===== src/rtl/seq_wide_adder.sv =====
// Sequential wide adder: adds two W-bit operands one N-bit slice per clock,
// rippling the carry between slices through a register. Reports the carry
// out of the top slice and two's-complement overflow of the full-width add.
module seq_wide_adder #(
    parameter int N  = 4,
    parameter int K  = 2,
    localparam int W  = N * K,
    localparam int SW = (K > 1) ? $clog2(K) : 1
) (
    input  logic          clk,
    input  logic          rst_n,
    input  logic          start,
    input  logic [W-1:0]  a,
    input  logic [W-1:0]  b,
    input  logic          cin,
    output logic          busy,
    output logic          done,
    output logic [W-1:0]  y,
    output logic          cout,
    output logic          ovf,
    output logic [SW-1:0] slice_idx
);

    typedef enum logic [1:0] {
        S_IDLE = 2'd0,
        S_RUN  = 2'd1,
        S_DONE = 2'd2
    } state_t;

    localparam logic [SW-1:0] LAST_IDX = SW'(K - 1);

    // N-bit ripple-carry add. Result packs {carry into MSB, carry out, sum}
    // so the caller can derive overflow from the top two carries.
    function automatic logic [N+1:0] ripple_add(input logic [N-1:0] x,
                                                input logic [N-1:0] z,
                                                input logic         ci);
        logic [N:0]   c;
        logic [N-1:0] s;
        c    = '0;
        s    = '0;
        c[0] = ci;
        for (int i = 0; i < N; i++) begin
            s[i]   = x[i] ^ z[i] ^ c[i];
            c[i+1] = (x[i] & z[i]) | (c[i] & (x[i] ^ z[i]));
        end
        return {c[N-1], c[N], s};
    endfunction

    state_t          state_q, state_d;
    logic [W-1:0]    a_q, a_d;
    logic [W-1:0]    b_q, b_d;
    logic            carry_q, carry_d;
    logic [W-1:0]    y_q, y_d;
    logic            cout_q, cout_d;
    logic            ovf_q, ovf_d;
    logic [SW-1:0]   idx_q, idx_d;
    logic            busy_q, busy_d;
    logic            done_q, done_d;
    logic [N+1:0]    sum_s;
    int              base_s;

    // Slice datapath: add the currently selected slice with the running carry.
    always_comb begin
        base_s = int'(idx_q) * N;
        sum_s  = ripple_add(a_q[base_s +: N], b_q[base_s +: N], carry_q);
    end

    // Next-state and next-output logic for the IDLE/RUN/DONE controller.
    always_comb begin
        state_d = state_q;
        a_d     = a_q;
        b_d     = b_q;
        carry_d = carry_q;
        y_d     = y_q;
        cout_d  = cout_q;
        ovf_d   = ovf_q;
        idx_d   = idx_q;
        busy_d  = busy_q;
        done_d  = 1'b0;
        case (state_q)
            S_IDLE: begin
                if (start) begin
                    a_d     = a;
                    b_d     = b;
                    carry_d = cin;
                    y_d     = '0;
                    cout_d  = 1'b0;
                    ovf_d   = 1'b0;
                    idx_d   = '0;
                    busy_d  = 1'b1;
                    state_d = S_RUN;
                end else begin
                    busy_d  = 1'b0;
                end
            end
            S_RUN: begin
                y_d[base_s +: N] = sum_s[N-1:0];
                carry_d          = sum_s[N];
                if (idx_q == LAST_IDX) begin
                    cout_d  = sum_s[N];
                    ovf_d   = sum_s[N+1] ^ sum_s[N];
                    idx_d   = '0;
                    busy_d  = 1'b0;
                    done_d  = 1'b1;
                    state_d = S_DONE;
                end else begin
                    idx_d   = idx_q + SW'(1);
                end
            end
            S_DONE: begin
                busy_d  = 1'b0;
                state_d = S_IDLE;
            end
            default: begin
                busy_d  = 1'b0;
                idx_d   = '0;
                state_d = S_IDLE;
            end
        endcase
    end

    // State and output registers; async reset discards any operation in flight.
    always_ff @(posedge clk or negedge rst_n) begin
        if (!rst_n) begin
            state_q <= S_IDLE;
            a_q     <= '0;
            b_q     <= '0;
            carry_q <= 1'b0;
            y_q     <= '0;
            cout_q  <= 1'b0;
            ovf_q   <= 1'b0;
            idx_q   <= '0;
            busy_q  <= 1'b0;
            done_q  <= 1'b0;
        end else begin
            state_q <= state_d;
            a_q     <= a_d;
            b_q     <= b_d;
            carry_q <= carry_d;
            y_q     <= y_d;
            cout_q  <= cout_d;
            ovf_q   <= ovf_d;
            idx_q   <= idx_d;
            busy_q  <= busy_d;
            done_q  <= done_d;
        end
    end

    assign busy      = busy_q;
    assign done      = done_q;
    assign y         = y_q;
    assign cout      = cout_q;
    assign ovf       = ovf_q;
    assign slice_idx = idx_q;

endmodule


===== config.mk =====
export PLATFORM = sky130hd
export DESIGN_NAME = seq_wide_adder
export DESIGN_NICKNAME = d
export VERILOG_FILES = /design/src/rtl/seq_wide_adder.sv
export SDC_FILE = /design/constraint.sdc
export NUM_CORES = 1
export LEC_CHECK = 0
export CORE_MARGIN = 2
export CORE_UTILIZATION = 45
export CTS_CLUSTER_SIZE = 25
export DETAILED_ROUTE_END_ITERATION = 8
export MAX_ROUTING_LAYER = met4
export PLACE_DENSITY = 0.72
export SKIP_CTS_REPAIR_TIMING = 1
export SLEW_MARGIN = 5
export SYNTH_ARGS = -nofsm -noshare
export SYNTH_HDL_FRONTEND = slang
export SYNTH_SLANG_ARGS = --single-unit

===== constraint.sdc =====
create_clock -name clk -period 4.3 [get_ports clk]
set_input_delay 1.075 -clock clk [delete_from_list [all_inputs] [get_ports clk]]
set_output_delay 1.075 -clock clk [all_outputs]
set_load 0.005 [all_outputs]

Yosys cells after proc, flatten, opt, wreduce, memory -nomap -nowiden. Cells that the tools add are included.

$add $sub $neg: 2. Equal/unequal tests: 4. Shift-type cells: 4. Multiplexer cells: 20. Bitwise logic cells: 22. Reduce and logical (&&, ||, !) cells: 7.

Operator list (number): 3-bit negation with 33-bit output (1); 4-bit by 33-bit variable shift with 8-bit output, first input constant (1); 4-bit by 33-bit variable part select with 8-bit output (1); 8-bit case mux with 2 select lines (1); 8-bit by 4-bit variable part select with 4-bit output (2); 1-bit two-way mux (9); 1-bit XOR (9); 1-bit bitwise AND (8); 8-bit bitwise mux (1); 8-bit two-way mux (1); 1-bit case mux with 2 select lines (4); 2-bit AND reduction (4); 2-bit two-way mux (2); 2-bit inequality test, second input constant (2); 1-bit OR (4); 2-bit case mux with 2 select lines (1); 1-bit case mux with 3 select lines (1); 3-bit AND reduction (1); 2-bit by 1-bit equality test with 1-bit output, second input constant (1); 2-bit equality test, second input constant (1); 2-bit zero test (1); 2-bit nonzero test (1); 1-bit adder, second input constant (1); 1-bit inverter (1).

Register bits: 32. Output and inout bits: 13. Word-level logic and storage cells: 69.

Logic depth before layout (Yosys ltp).
Word-level depth: 13. Mapped depth: 13. Mapped depth without buffers: 11.

Worst setup path after synthesis. No wires, ideal clock.

Kind: register to register. From: reg idx_q (netlist: slice_idx). To: reg y_q[3] (netlist: y[3]). Arrival: 2.671 ns. Required time: 4.179 ns. Path slack: 1.508 ns. Stages on the path, launching flop included: 14. Path buffers: 2. Clock period less this slack: 2.792 ns. Path through: dfrtp_1 buf_2 buf_2 mux2i_1 fa_1 inv_1 fa_1 inv_1 fa_1 inv_1 fa_1 nand2b_1 o21ai_0 a22o_1.

Cells in the longest elaborated chain, start to end: 12. Elaborated cells between the ends (all ways): 24. Those cells by class: 1 x add/sub; 4 x shift; 2 x mux; 17 x bitwise.

RTL lines: start, declared (RTL line 56) `logic [SW-1:0] idx_q, idx_d;`; start signal, assigned (RTL line 143) `idx_q <= idx_d;`; 8-bit by 4-bit variable part select with 4-bit output (RTL line 65) `sum_s = ripple_add(a_q[base_s +: N], b_q[base_s +: N], carry_q);`; 1-bit XOR (RTL line 43, 44); 1-bit bitwise AND (RTL line 44) `c[i+1] = (x[i] & z[i]) | (c[i] & (x[i] ^ z[i]));`; 1-bit OR (RTL line 44); 1-bit bitwise AND (RTL line 44); 1-bit OR (RTL line 44); 1-bit bitwise AND (RTL line 44); 1-bit OR (RTL line 44); 1-bit XOR (RTL line 43) `s[i] = x[i] ^ z[i] ^ c[i];`; 4-bit by 33-bit variable part select with 8-bit output (RTL line 97) `y_d[base_s +: N] = sum_s[N-1:0];`; 8-bit bitwise mux (*) (RTL line 97); 8-bit case mux with 2 select lines (*) (RTL line 80) `case (state_q)`; end signal, assigned (RTL line 140) `y_q <= y_d;`; end, declared (RTL line 53) `logic [W-1:0] y_q, y_d;`.

Every way passes the cells marked *; elsewhere a longest branch is shown, timed or not. A chain may end at the register's enable or synchronous reset.

Final worst setup path.
From: reg idx_q (netlist: slice_idx). To: reg y_q[7] (netlist: y[7]).

Same word-level chain as after synthesis.

==> results by stage <==
Hold path:
- The path with the worst hold slack has its endpoint at busy.
- Along the worst hold path, the cell count comes to 1.
- The startpoint of the worst hold path is busy.
- The worst hold path belongs to the class flop to flop.

Power:
- The clock network fraction of design power is 11.1%.
- IR analysis of the VDD net gives a maximum drop of 0.285 mV.
- The switching part of the total is 37.1%.
- In this run the power spent charging and discharging nets is 0.590 mW.
- Sequential cells account for 34.2% of the total power.
- In this run the static leakage power is 0.875 nW.
- The internal power is 0.998 mW.
- The total power is 1.59 mW.
- The portion of total power attributed to combinational logic is 54.7%.
- Power spread over the standard cell area amounts to 796 nW/um^2.

Route:
- The count of nets left with antenna violations once routing finished came out at 0.
- The length of the first detailed-routing pass in iterations is 4.
- The average vias per placed instance is 4.97.
- After detailed routing, the average wire length per cell comes to 13.9 um.
- The via total after detailed routing is 1,018.
- For this run, design rule violations remaining after detail routing come to 0.
- The first routing iteration left 73 violations.
- The post-detailed-routing wire length is 2.86 mm.

Floorplan:
- Measured along the x axis, the die boundary spans 63.7 um.
- The count of pins on the block boundary is 33.
- The area of the die is 4050 um^2.
- The number of placement rows is 21.
- The area inside the core boundary is 3390 um^2.
- Once the floorplan was initialized, standard cells occupied 47.2% of the core.
- In this run the vertical extent of the chip is 63.7 um.

Timing:
- The maximum clock frequency is 356 MHz.
- The worst-case clock skew is 0.00340 ns.
- The max-slew violation count came to 0.
- The count of endpoints failing setup in the final report is 0.
- Setup repair after global routing left no endpoint under its margin.
- The final count of hold timing violations was 0.
- Counting I/O delays and the setup requirement, the final critical path takes 2.81 ns.
- The accumulated negative setup slack is 0 ns.
- Setup slack closes at 1.49 ns.
- The worst relative slew slack is 41.5%.
- The worst-case hold slack is 0.508 ns.
- The worst path uses 65.4% of the clock period.
- The actual slew at the worst max-slew pin is 0.876 ns.

Setup path:
- STA classifies the critical path startpoint as a flop.
- The critical path launch point is slice_idx.
- In this run the critical register-to-register path is captured at y[7].
- The count of buffering cells on the critical path with inverters included is 3.
- Data on the critical path is required at its endpoint by 4.53 ns.
- The kind of cell adding the most delay to the critical path is adder cells.
- The critical path is of the flop to flop type.
- STA puts the critical path data arrival time at 3.04 ns.
- The signal on the critical path passes through buf_4, mux2_2, fa_1, inv_1, fa_1, inv_1, fa_1, nand2b_1, mux2i_1, a22o_1.
- Of all nets on the critical path, the largest fanout is 24.
- The type of element capturing the critical path is a flop.
- Measured in cells, the most critical reg-to-reg path has a length of 10.
- The delay contributed by the slowest stage of the critical path is 0.44 ns.
- In this design, the critical path's most frequently occurring cell is fa_1.
- The reg2reg setup slack is 1.49 ns.
- The worst-path cell with the longest stage delay is dfrtp_1.
- The origin of the critical flop-to-flop path is slice_idx.

Synthesis:
- After synthesis, the mean cell area works out to 12.9 um^2.
- The post-synthesis sequential area ratio is 50.0%.
- For this run, the number of Yosys warnings is 0.
- Sorting the synthesized cells by area gives the leading types as dfrtp_1 50%, mux2_4 8.4%, mux2_2 7.7%, mux2i_1 5.6%, fa_1 5.0%.
- The most area-hungry cell type in the Yosys netlist is dfrtp_1.
- The number of nets in the synthesized netlist is 148.
- The number of flops mapped to enable cells by yosys is 0.
- The share of synthesized area in the top cell type comes to 50.0%.
- The synthesized netlist occupies a cell area of 1600 um^2.
- The cell with the most instances after synthesis is dfrtp_1.
- After synthesis, the most frequently instantiated cells are 32 x dfrtp_1, 11 x mux2_2, 10 x inv_1.
- In this run, synthesis produced a sequential element count of 32.
- The most used flip-flop cell after synthesis is dfrtp_1.
- After synthesis, the share of flip-flops with an asynchronous set or reset is 100%.
- In this run, distinct cell masters in the synthesized netlist total 29.
- The number of cells produced by synthesis is 124.

Global route:
- The total routing usage reported by global routing is 17.0%.
- The number of global-route vias before repair is 1,019.
- The total grt overflow is 0.
- The maximum number of pins on one net before global-route repair is 33.
- The initial antenna violation count is 0.
- The first-pass GRT wire length is 4.97 mm.

Layout:
- Relative to the synthesized area, the layout overhead comes to 24.6%.
- The post-route netlist has 19.5% of its cells at a drive strength greater than 1.
- After filler insertion, the fill cell instance count of the layout stands at 279.
- The net count of the finished layout is 182.
- The footprint of the multi-input gates is 706 um^2.
- The area occupied by registers is 801 um^2.
- The antenna diode count is 0.

Run status:
- The flow ran to the end, and the final reports show no timing, DRC or antenna violations.

Clock tree:
- The clock tree from TritonCTS is yes.
- The count of clock tree sinks is 32.
- The clock passes through at most 2 buffers.
- For the worst-skew pair, the clock arrives at the later sink with an insertion delay of 0.33 ns.
- CTS placed an instance of clkbuf_4 at the clock tree root.
- The H-tree was split into 2 levels.
- The number of buffers inserted during clock tree synthesis is 5.
- Clock-pin slew was measured on the worst setup and hold paths at 0.09 ns.

Flow run:
- Across the run, the number of max-cap violations was 0.

Placed design:
- Input and output buffers added on the ports amount to 32.
- The sum of net half-perimeters after detailed placement is 2.09 mm.
- At the placement stage, the worst setup path has a slack of 1.50 ns.
- The congestion estimate from routability-driven global placement came to 0.786.
power by group through the flow:
stage	Clock (mW)	Combinational, mW	Sequential, mW
detailed placement	0	0.881	0.552
finish	0.176	0.869	0.543
CTS	0.183	0.884	0.546
floorplan	0	0.695	0.509
global placement	0	0.847	0.546
global route	0.200	0.993	0.564
per-layer routing:
metal  global-route usage (%)  share of wire (%)  vias to the layer above
li1                         -                  -                      490
met1                     21.3                 44                      487
met2                     25.4                 48                       34
met3                     4.11                6.2                        7
met4                     8.97                2.3                        0
met5                        -                  0                        -
registers in the layout, summed over array words and instances, names as in the netlist:
name,count
busy,1
a_q,8
slice_idx,1
y,8
carry_q,1
ovf,1
cout,1
b_q,8
done,1
state_q,2
cell usage in the layout (no fill, tap or decap), drive strengths merged, types with 2 or more instances in the layout:
cell / instances
mux2i: 9
a21oi: 3
nor3: 2
a22o: 4
and3b: 2
inv: 10
nand2b: 4
dfrtp: 32
nand2: 7
mux2: 20
fa: 4
a22oi: 2
o21ai: 8
clkbuf: 8
buf: 2
clkdlybuf4s50: 32
nor2: 3
stage by stage:
stage	instance area, um^2	cells	utilization, %
final	2000	205	58.9
after global routing	2000	205	58.9
after CTS	2000	205	58.9
after detailed placement	1940	197	57.1
after global placement	1940	197	57.1
after floorplan	1600	124	-
logic make-up after synthesis:
| kind of cell | synth area share, % |
|---|---|
| adders and majority gates | 5.00 |
| and+or+nand+nor | 7.58 |
| DFF | 50.0 |
| buffers and inverters | 5.94 |
| AOI/OAI and AO/OA | 9.14 |
| xor gates and xnor gates | 0.547 |
| muxes | 21.8 |
cell type report:
cell class	instances	share of cell area, %
well taps	46	2.88
multi-input cells	75	35.4
clock buffers	8	2.95
inverters	10	1.88
flip-flops and latches	32	40.1
repair buffers	34	16.8
worst max path at each step:
| stage | to | slack, ns | cells past startpoint |
|---|---|---|---|
| floorplan | y[3] | 1.51 | 13 |
| global placement | y[3] | 1.58 | 10 |
| detailed placement | y[7] | 1.50 | 10 |
| CTS | y[7] | 1.47 | 10 |
| global route | y[7] | 1.31 | 10 |
| finish | y[7] | 1.49 | 10 |
Note: power is estimated with default switching activity, not from simulation.
